===== config.mk =====
export PLATFORM = sky130hd
export DESIGN_NAME = neopix_encoder_flat
export DESIGN_NICKNAME = d
export VERILOG_FILES = /design/src/rtl/neopix_encoder_pkg.sv /design/src/rtl/neopix_encoder_if.sv /design/src/rtl/neopix_encoder.sv /design/src/flat_wrapper.sv
export SDC_FILE = /design/constraint.sdc
export NUM_CORES = 1
export LEC_CHECK = 0
export ABC_AREA = 1
export CORE_MARGIN = 10
export CORE_UTILIZATION = 50
export DETAILED_ROUTE_END_ITERATION = 8
export PLACE_DENSITY_LB_ADDON = 0.08
export SLEW_MARGIN = 20
export SYNTH_ARGS = -nofsm -noshare
export SYNTH_HDL_FRONTEND = slang
export SYNTH_SLANG_ARGS = --single-unit

===== constraint.sdc =====
create_clock -name clk -period 2.3 [get_ports clk]
set_input_delay 0.23 -clock clk [delete_from_list [all_inputs] [get_ports clk]]
set_output_delay 0.23 -clock clk [all_outputs]
set_load 0.01 [all_outputs]

===== src/rtl/neopix_encoder_pkg.sv =====
// rtl/neopix_encoder_pkg.sv - shared types and 50 MHz timing defaults for the neopixel encoder
package neopix_pkg;

   // Encoder FSM states; LATCH is also the reset state so every power-up drives a clean strip reset
   typedef enum logic [1:0] {
      ST_IDLE  = 2'd0,
      ST_HIGH  = 2'd1,
      ST_LOW   = 2'd2,
      ST_LATCH = 2'd3
   } state_t;

   // Pixel word width, GRB with bit 23 first; also used by spi_to_neopix
   localparam int PIX_W = 24;

   // Default timing for a 50 MHz clock
   localparam int DEF_NUM_LEDS  = 8;
   localparam int DEF_T0H_CYC   = 20;
   localparam int DEF_T1H_CYC   = 40;
   localparam int DEF_BIT_CYC   = 63;
   localparam int DEF_RESET_CYC = 15000;

   function automatic int max_int(input int a, input int b);
      return (a > b) ? a : b;
   endfunction

endpackage


===== src/rtl/neopix_encoder_if.sv =====
// rtl/neopix_encoder_if.sv - pixel word valid/ready handshake between pixel source and encoder
interface neopix_encoder_if;
   import neopix_pkg::*;

   logic [PIX_W-1:0] pix_data;
   logic             pix_valid;
   logic             pix_ready;

   modport master (
      output pix_data,
      output pix_valid,
      input  pix_ready
   );

   modport slave (
      input  pix_data,
      input  pix_valid,
      output pix_ready
   );

endinterface


===== src/rtl/neopix_encoder.sv =====
// rtl/neopix_encoder.sv - WS2812-class single-wire waveform generator with frame latch gap
module neopix_encoder
   import neopix_pkg::*;
#(
   parameter int NUM_LEDS  = DEF_NUM_LEDS,
   parameter int T0H_CYC   = DEF_T0H_CYC,
   parameter int T1H_CYC   = DEF_T1H_CYC,
   parameter int BIT_CYC   = DEF_BIT_CYC,
   parameter int RESET_CYC = DEF_RESET_CYC
) (
   input  logic           clk,
   input  logic           rst_n,
   neopix_encoder_if.slave pix,
   output logic           dout,
   output logic           busy,
   output logic           frame_done,
   output logic           underrun
);

   localparam int CW  = $clog2(max_int(BIT_CYC, RESET_CYC));
   localparam int PCW = $clog2(NUM_LEDS + 1);

   localparam logic [CW-1:0]  T0H_LAST   = CW'(T0H_CYC - 1);
   localparam logic [CW-1:0]  T1H_LAST   = CW'(T1H_CYC - 1);
   localparam logic [CW-1:0]  BIT_LAST   = CW'(BIT_CYC - 1);
   localparam logic [CW-1:0]  RESET_LAST = CW'(RESET_CYC - 1);
   localparam logic [PCW-1:0] PIX_LAST   = PCW'(NUM_LEDS - 1);
   localparam logic [4:0]     TOP_BIT    = 5'(PIX_W - 1);

   if (NUM_LEDS < 1) begin : g_bad_num_leds
      $error("NUM_LEDS must be at least 1");
   end
   if (T0H_CYC < 1) begin : g_bad_t0h
      $error("T0H_CYC must be at least 1");
   end
   if (!((T0H_CYC < T1H_CYC) && (T1H_CYC < BIT_CYC))) begin : g_bad_order
      $error("timing must satisfy T0H_CYC < T1H_CYC < BIT_CYC");
   end
   if (RESET_CYC < 1) begin : g_bad_reset
      $error("RESET_CYC must be at least 1");
   end

   state_t           state, state_n;
   logic [CW-1:0]    cnt, cnt_n;
   logic [4:0]       idx, idx_n;
   logic [PIX_W-1:0] shreg, shreg_n;
   logic [PCW-1:0]   pcnt, pcnt_n;
   logic             dout_n;
   logic             fd_n;
   logic             ur_n;
   logic             ready;

   assign pix.pix_ready = ready;
   assign busy          = (state != ST_IDLE);

   // Registers for FSM and datapath; async reset drops DO at once and restarts with a full latch
   always_ff @(posedge clk or negedge rst_n) begin
      if (!rst_n) begin
         state      <= ST_LATCH;
         cnt        <= '0;
         idx        <= '0;
         shreg      <= '0;
         pcnt       <= '0;
         dout       <= 1'b0;
         frame_done <= 1'b0;
         underrun   <= 1'b0;
      end else begin
         state      <= state_n;
         cnt        <= cnt_n;
         idx        <= idx_n;
         shreg      <= shreg_n;
         pcnt       <= pcnt_n;
         dout       <= dout_n;
         frame_done <= fd_n;
         underrun   <= ur_n;
      end
   end

   // Next-state logic: the cycle counter runs across a whole bit slot, HIGH ends at TxH-1, LOW at BIT-1
   always_comb begin
      state_n = state;
      cnt_n   = cnt + CW'(1);
      idx_n   = idx;
      shreg_n = shreg;
      pcnt_n  = pcnt;
      fd_n    = 1'b0;
      ur_n    = 1'b0;
      ready   = 1'b0;

      case (state)
         ST_IDLE: begin
            ready = 1'b1;
            cnt_n = '0;
            if (pix.pix_valid) begin
               shreg_n = pix.pix_data;
               idx_n   = TOP_BIT;
               pcnt_n  = '0;
               state_n = ST_HIGH;
            end
         end

         ST_HIGH: begin
            if (cnt == (shreg[PIX_W-1] ? T1H_LAST : T0H_LAST)) begin
               state_n = ST_LOW;
            end
         end

         ST_LOW: begin
            if (cnt == BIT_LAST) begin
               cnt_n = '0;
               if (idx != 5'd0) begin
                  shreg_n = {shreg[PIX_W-2:0], 1'b0};
                  idx_n   = idx - 5'd1;
                  state_n = ST_HIGH;
               end else if (pcnt < PIX_LAST) begin
                  // Gapless hand-off: the next pixel may be taken in the last cycle of this one
                  ready = 1'b1;
                  if (pix.pix_valid) begin
                     shreg_n = pix.pix_data;
                     idx_n   = TOP_BIT;
                     pcnt_n  = pcnt + PCW'(1);
                     state_n = ST_HIGH;
                  end else begin
                     ur_n    = 1'b1;
                     pcnt_n  = '0;
                     state_n = ST_LATCH;
                  end
               end else begin
                  pcnt_n  = '0;
                  state_n = ST_LATCH;
               end
            end
         end

         ST_LATCH: begin
            pcnt_n = '0;
            if (cnt == RESET_LAST) begin
               fd_n    = 1'b1;
               cnt_n   = '0;
               state_n = ST_IDLE;
            end
         end

         default: begin
            cnt_n   = '0;
            state_n = ST_LATCH;
         end
      endcase

      // DO is registered so it lines up with the state it belongs to
      dout_n = (state_n == ST_HIGH);
   end

endmodule


===== src/flat_wrapper.sv =====
// flat-port wrapper written by rule: the top's interface ports become plain ports
module neopix_encoder_flat import neopix_pkg::*;
#(
   parameter int NUM_LEDS  = DEF_NUM_LEDS,
   parameter int T0H_CYC   = DEF_T0H_CYC,
   parameter int T1H_CYC   = DEF_T1H_CYC,
   parameter int BIT_CYC   = DEF_BIT_CYC,
   parameter int RESET_CYC = DEF_RESET_CYC
)
  (clk, rst_n, dout, busy, frame_done, underrun, pix_pix_data, pix_pix_valid, pix_pix_ready);
  neopix_encoder_if pix_i ();
  input  logic clk;
  input  logic rst_n;
  output logic dout;
  output logic busy;
  output logic frame_done;
  output logic underrun;
  input wire logic [$bits(pix_i.pix_data)-1:0] pix_pix_data;
  input wire logic [$bits(pix_i.pix_valid)-1:0] pix_pix_valid;
  output wire logic [$bits(pix_i.pix_ready)-1:0] pix_pix_ready;
  assign pix_i.pix_data = pix_pix_data;
  assign pix_i.pix_valid = pix_pix_valid;
  assign pix_pix_ready = pix_i.pix_ready;
  neopix_encoder #(.NUM_LEDS(NUM_LEDS), .T0H_CYC(T0H_CYC), .T1H_CYC(T1H_CYC), .BIT_CYC(BIT_CYC), .RESET_CYC(RESET_CYC)) u_core (.clk(clk), .rst_n(rst_n), .pix(pix_i), .dout(dout), .busy(busy), .frame_done(frame_done), .underrun(underrun));
endmodule

# == After elaboration in Yosys (flattened, before gate mapping) ==
# Index checks and enable logic that the tools add are counted.
# totals
wordCells,69
ff_bits,52
out_inout_bits,5
# classes
n_mux,39
magnitude_cmp,1
addsub,3
reduce_logical,7
eq_ne,11
# ops
operator,n
24-bit two-way mux,4
24-bit case mux with 2 select lines,1
14-bit case mux with 3 select lines,1
14-bit two-way mux,2
4-bit two-way mux,5
5-bit two-way mux,4
14-bit by 1-bit adder with 14-bit output (second input constant),1
14-bit equality test,1
14-bit equality test (second input constant),1
14-bit by 6-bit equality test with 1-bit output (second input constant),1
2-bit two-way mux,7
4-bit case mux with 3 select lines,1
1-bit two-way mux,10
5-bit case mux with 2 select lines,1
2-bit case mux with 4 select lines,1
6-bit two-way mux,1
5-bit nonzero test,1
5-bit by 1-bit subtractor with 5-bit output (second input constant),1
4-bit by 1-bit adder with 4-bit output (second input constant),1
2-bit by 1-bit equality test with 1-bit output (second input constant),2
2-bit equality test (second input constant),2
4-bit by 3-bit less-than comparator with 1-bit output (second input constant),1
2-bit inequality test (second input constant),2
4-bit AND reduction,1
other kinds (7),8

# == Longest topological paths before layout ==
# logic_depth
depth_word,6
ltp_mapped,12
ltp_nobuf,11

# == Least setup slack after synthesis ==
# Ideal clock, no wire load.
# synth_timing
path_kind,register to output
startpoint,register u_core.state[1]
endpoint,output pix_pix_ready
arrival_ps,1481
path_buffers,1
stages_incl_launch_ff,6
path_slack_ps,589
cell_sequence,dfstp_2 > inv_2 > nor2_4 > clkbuf_1 > nand3_1 > o21ai_0
# synth_between
elab_chain_len,2
elab_cells_between_ends,3
cone_classes,1 x eq/ne; 1 x mux; 1 x reduce/logical
# synth_lines
element,line,source
from (decl),neopix_encoder.sv:43,"state_t state, state_n;"
from (signal assigned),neopix_encoder.sv:68,state <= state_n;
2-bit equality test or 2-bit logical NOT (tied branches),neopix_encoder.sv:90,case (state)
1-bit case mux with 2 select lines *,neopix_encoder.sv:90,
to (decl),flat_wrapper.sv:20,output wire logic [$bits(pix_i.pix_ready)-1:0] pix_pix_ready;
# Mark *: on every way between the ends. The rest lies on a longest branch, timed or not.

# == Worst setup path after layout ==
# layout_timing
startpoint,register u_core.idx[1]
endpoint,register u_core.pcnt[0]
# layout_between
elab_chain_len,3
# layout_lines
element,line,source
from (decl),neopix_encoder.sv:45,"logic [4:0] idx, idx_n;"
from (signal assigned),neopix_encoder.sv:70,idx <= idx_n;
5-bit nonzero test,neopix_encoder.sv:111,if (idx != 5'd0) begin
2-bit inequality test (no source line),n/a,
4-bit AND reduction (no source line),n/a,
to (signal assigned),neopix_encoder.sv:72,pcnt <= pcnt_n;
to (decl),neopix_encoder.sv:47,"logic [PCW-1:0] pcnt, pcnt_n;"
# No other way between the ends.
# A chain may end at the register's enable or synchronous reset.

==> results.py <==
metrics = {
    "run_status": {
        "status": "complete, no violations",
    },
    "route": {
        "drtAntennaViolNets": 0,
        "wirelength_um": 7660,
        "met1Wirelength_um": 3720,
        "met3_length_um": 279,
        "num_vias": 3232,
        "via_per_inst": 4.98,
        "drt-wirelength-per-cell_um": 11.8,
        "dr.max_layer_used": "met4",
        "drtIter0Drc": 126,
        "drc_errors": 0,
        "wl_met2_um": 3600,
        "drtPass1Iterations": 4,
    },
    "synthesis": {
        "syn_avg_cell_area_um2": 6.64,
        "yosysWarnings": 0,
        "yosys.area.top_type": "dfrtp_1",
        "syn_nets": 560,
        "synthCells": 528,
        "yosysSeqAreaShare_pct": 37.2,
        "async_flop_share_pct": 100,
        "syn_area_um2": 3500,
        "ys_seq_elements": 52,
        "yosys.area.top_type_share_pct": 35.7,
        "synth_area_leaders": "dfrtp_1 36%, nand2_1 21%, inv_1 5.9%",
        "synth.most_common_cell": "nand2_1",
        "synth_cell_types": 35,
        "synth_ff_type": "dfrtp_1",
        "synth_edf_count": 0,
        "synth_common_cells": "197 x nand2_1, 55 x inv_1, 50 x dfrtp_1",
    },
    "final_layout": {
        "multi_input_area_um2": 1810,
        "nets": 584,
        "utilization_pct": 57.8,
        "drive_above_1_share_pct": 7.23,
        "fill_cells": 656,
        "area_growth_syn_to_layout_pct": 12.1,
        "n_antenna_cell": 0,
        "register_area_um2": 1300,
    },
    "critical_path": {
        "max_stage_delay_ps": 390,
        "worstSetupEndpointType": "register",
        "worstSetupPathType": "reg -> reg",
        "cpMostUsedCell": "nand3_2",
        "cp_data_required_time_ps": 2500,
        "critPathLaunchType": "register",
        "critPathMaxFanout": 48,
        "cp.arrival_ps": 2150,
        "path_cells": "inv_1, ha_1, nand3_2, inv_2, buf_4, nor2_4, nor2_1, nand3_2, nand2_1, o21ai_1",
        "slowest_stage": "buf_4",
    },
    "floorplanning": {
        "core-area_um2": 6790,
        "ios": 32,
        "fp.dieW_um": 104,
        "initial_core_util_pct": 51.6,
        "rows": 30,
        "die_area_um2": 10800,
        "die_h_um": 104,
    },
    "timing": {
        "finClkSkew_ps": 6.79,
        "fin_crit_ps": 1960,
        "relSlewSlack_pct": 69.9,
        "rsz0062_at_grt": "no",
        "fmax_ghz": 0.511,
        "hold_slack_ps": 332,
        "tightest_slew_ps": 451,
        "fin_setup_tns_ps": 0,
        "setup_violations": 0,
        "drv_slew": 0,
        "period_share_pct": 85.1,
        "hold_viol_final": 0,
    },
    "worst_hold_path": {
        "hp-class": "in -> async",
    },
    "clock_tree": {
        "path_clk_slew_ps": 90,
        "clock_path_buffers": 2,
        "worst_skew_pair.late_latency_ps": 310,
        "htree_levels": 2,
        "cts_tree": "built",
        "postCtsSetupBuffers": 0,
        "cts_made_buffers": 5,
        "cts-root-buf": "clkbuf_8",
        "cts.sinks": 52,
    },
    "grt": {
        "overflow": 0,
        "grt_pass1_wl_um": 13300,
        "first_global_vias": 3011,
        "grt_usage_pct": 14.0,
        "grt_antenna_before_repair": 0,
        "grt_max_degree": 56,
    },
    "power_and_ir_drop": {
        "p_clk_share_pct": 33.5,
        "combPwrFrac_pct": 7.3,
        "vdd_drop_max_mv": 0.271,
        "leakagePower_nw": 1.92,
        "powerDensity_nw_per_um2": 393,
        "p_switching_uw": 358,
        "intPower_mw": 1.18,
        "switching_share_pct": 23.2,
        "power.total_mw": 1.54,
        "p_seq_share_pct": 59.2,
    },
    "run": {
        "max_cap_viol_count": 0,
    },
    "placed_design": {
        "dp_hpwl_um": 5380,
        "gp_congestion": 0.861,
        "port_buffers": 31,
    },
}
[cell usage in the layout (no fill, tap or decap), drive strengths merged, types with 5 or more instances in the layout]
cell / instances
nand2: 202
o21ai: 83
inv: 60
dfrtp: 50
nor2: 42
clkdlybuf4s50: 29
nand3: 26
a21oi: 9
buf: 9
clkbuf: 7
nand4: 5
ha: 5
[flip-flops by register name, indices dropped and copies added, names as in the netlist]
name               flops
u_core.idx             5
u_core.dout            1
u_core.state           2
u_core.cnt            14
u_core.underrun        1
u_core.pcnt            4
u_core.frame_done      1
u_core.shreg          24
[routing by layer]
layer	vias up	track usage [%]
met4	0	3.88
met5	-	0
met2	50	23.9
met1	1465	17.4
met3	6	2.91
li1	1711	-
[final timing paths]
check / from / to / slack, ps / cells past startpoint
min in group clk: u_core.idx[0] / u_core.idx[0] / 480 / 2
worst max register to register: u_core.idx[1] / u_core.pcnt[0] / 340 / 10
max in group asynchronous: rst_n / u_core.cnt[1] / 1340 / 3
worst max-delay path: u_core.idx[1] / u_core.pcnt[0] / 340 / 10
worst min register to register: u_core.idx[0] / u_core.idx[0] / 480 / 2
worst min-delay path: rst_n / u_core.frame_done / 330 / 2
[logic make-up (layout without fill, tap and decap cells)]
kind of cell | count (synthesis) | in the layout | share of synthesized area, %
XOR/XNOR | 4 | 4 | 1.00
flip-flops | 52 | 52 | 37.2
AND/OR/NAND/NOR | 285 | 285 | 34.5
buffers and inverters | 84 | 109 | 11.1
AO/OA/AOI/OAI | 98 | 98 | 14.4
adder cells (fa/ha/maj) | 5 | 5 | 1.79
[repair_timing]
item                       in CTS  in global routing
resized for setup               0                  1
hold endpoints to repair       11                  0
hold buffers                    1                  0
setup endpoints to repair       0                  1
[through the flow]
stage | instances | area, um^2 | setup WS (ps)
after floorplan | 528 | 3500 | 589
after global placement | 640 | 3830 | 366
after detailed placement | 640 | 3830 | 351
after CTS | 649 | 3930 | 2.18
after global routing | 649 | 3930 | 117
final | 649 | 3930 | 342
[area by class of cell]
class / count / share of cell area [%]
Sequential cell: 52 / 33.2
Timing Repair Buffer: 40 / 9.62
Multi-Input combinational cell: 392 / 46.1
Clock buffer: 7 / 1.94
Clock inverter: 1 / 0.127
Inverter: 61 / 5.96
Tap cell: 96 / 3.06
[worst max-delay path: cells and delay by family (launching register included)]
| kind | cells | cell delay, ps |
|---|---|---|
| AO/OA/AOI/OAI | 1 | 60 |
| adder cells (fa/ha/maj) | 1 | 180 |
| buffers and inverters | 3 | 610 |
| flip-flops | 1 | 380 |
| AND/OR/NAND/NOR | 5 | 620 |
[power by group through the flow]
stage / clock network [mW] / logic [mW] / registers [mW]
3_5_place_dp: 0 / 0.113 / 0.932
6_report: 0.516 / 0.112 / 0.914
5_1_grt: 0.567 / 0.126 / 0.914
2_1_floorplan: 0 / 0.0376 / 0.932
3_3_place_gp: 0 / 0.113 / 0.932
4_1_cts: 0.541 / 0.115 / 0.914
(Power assumes the default switching activity.)
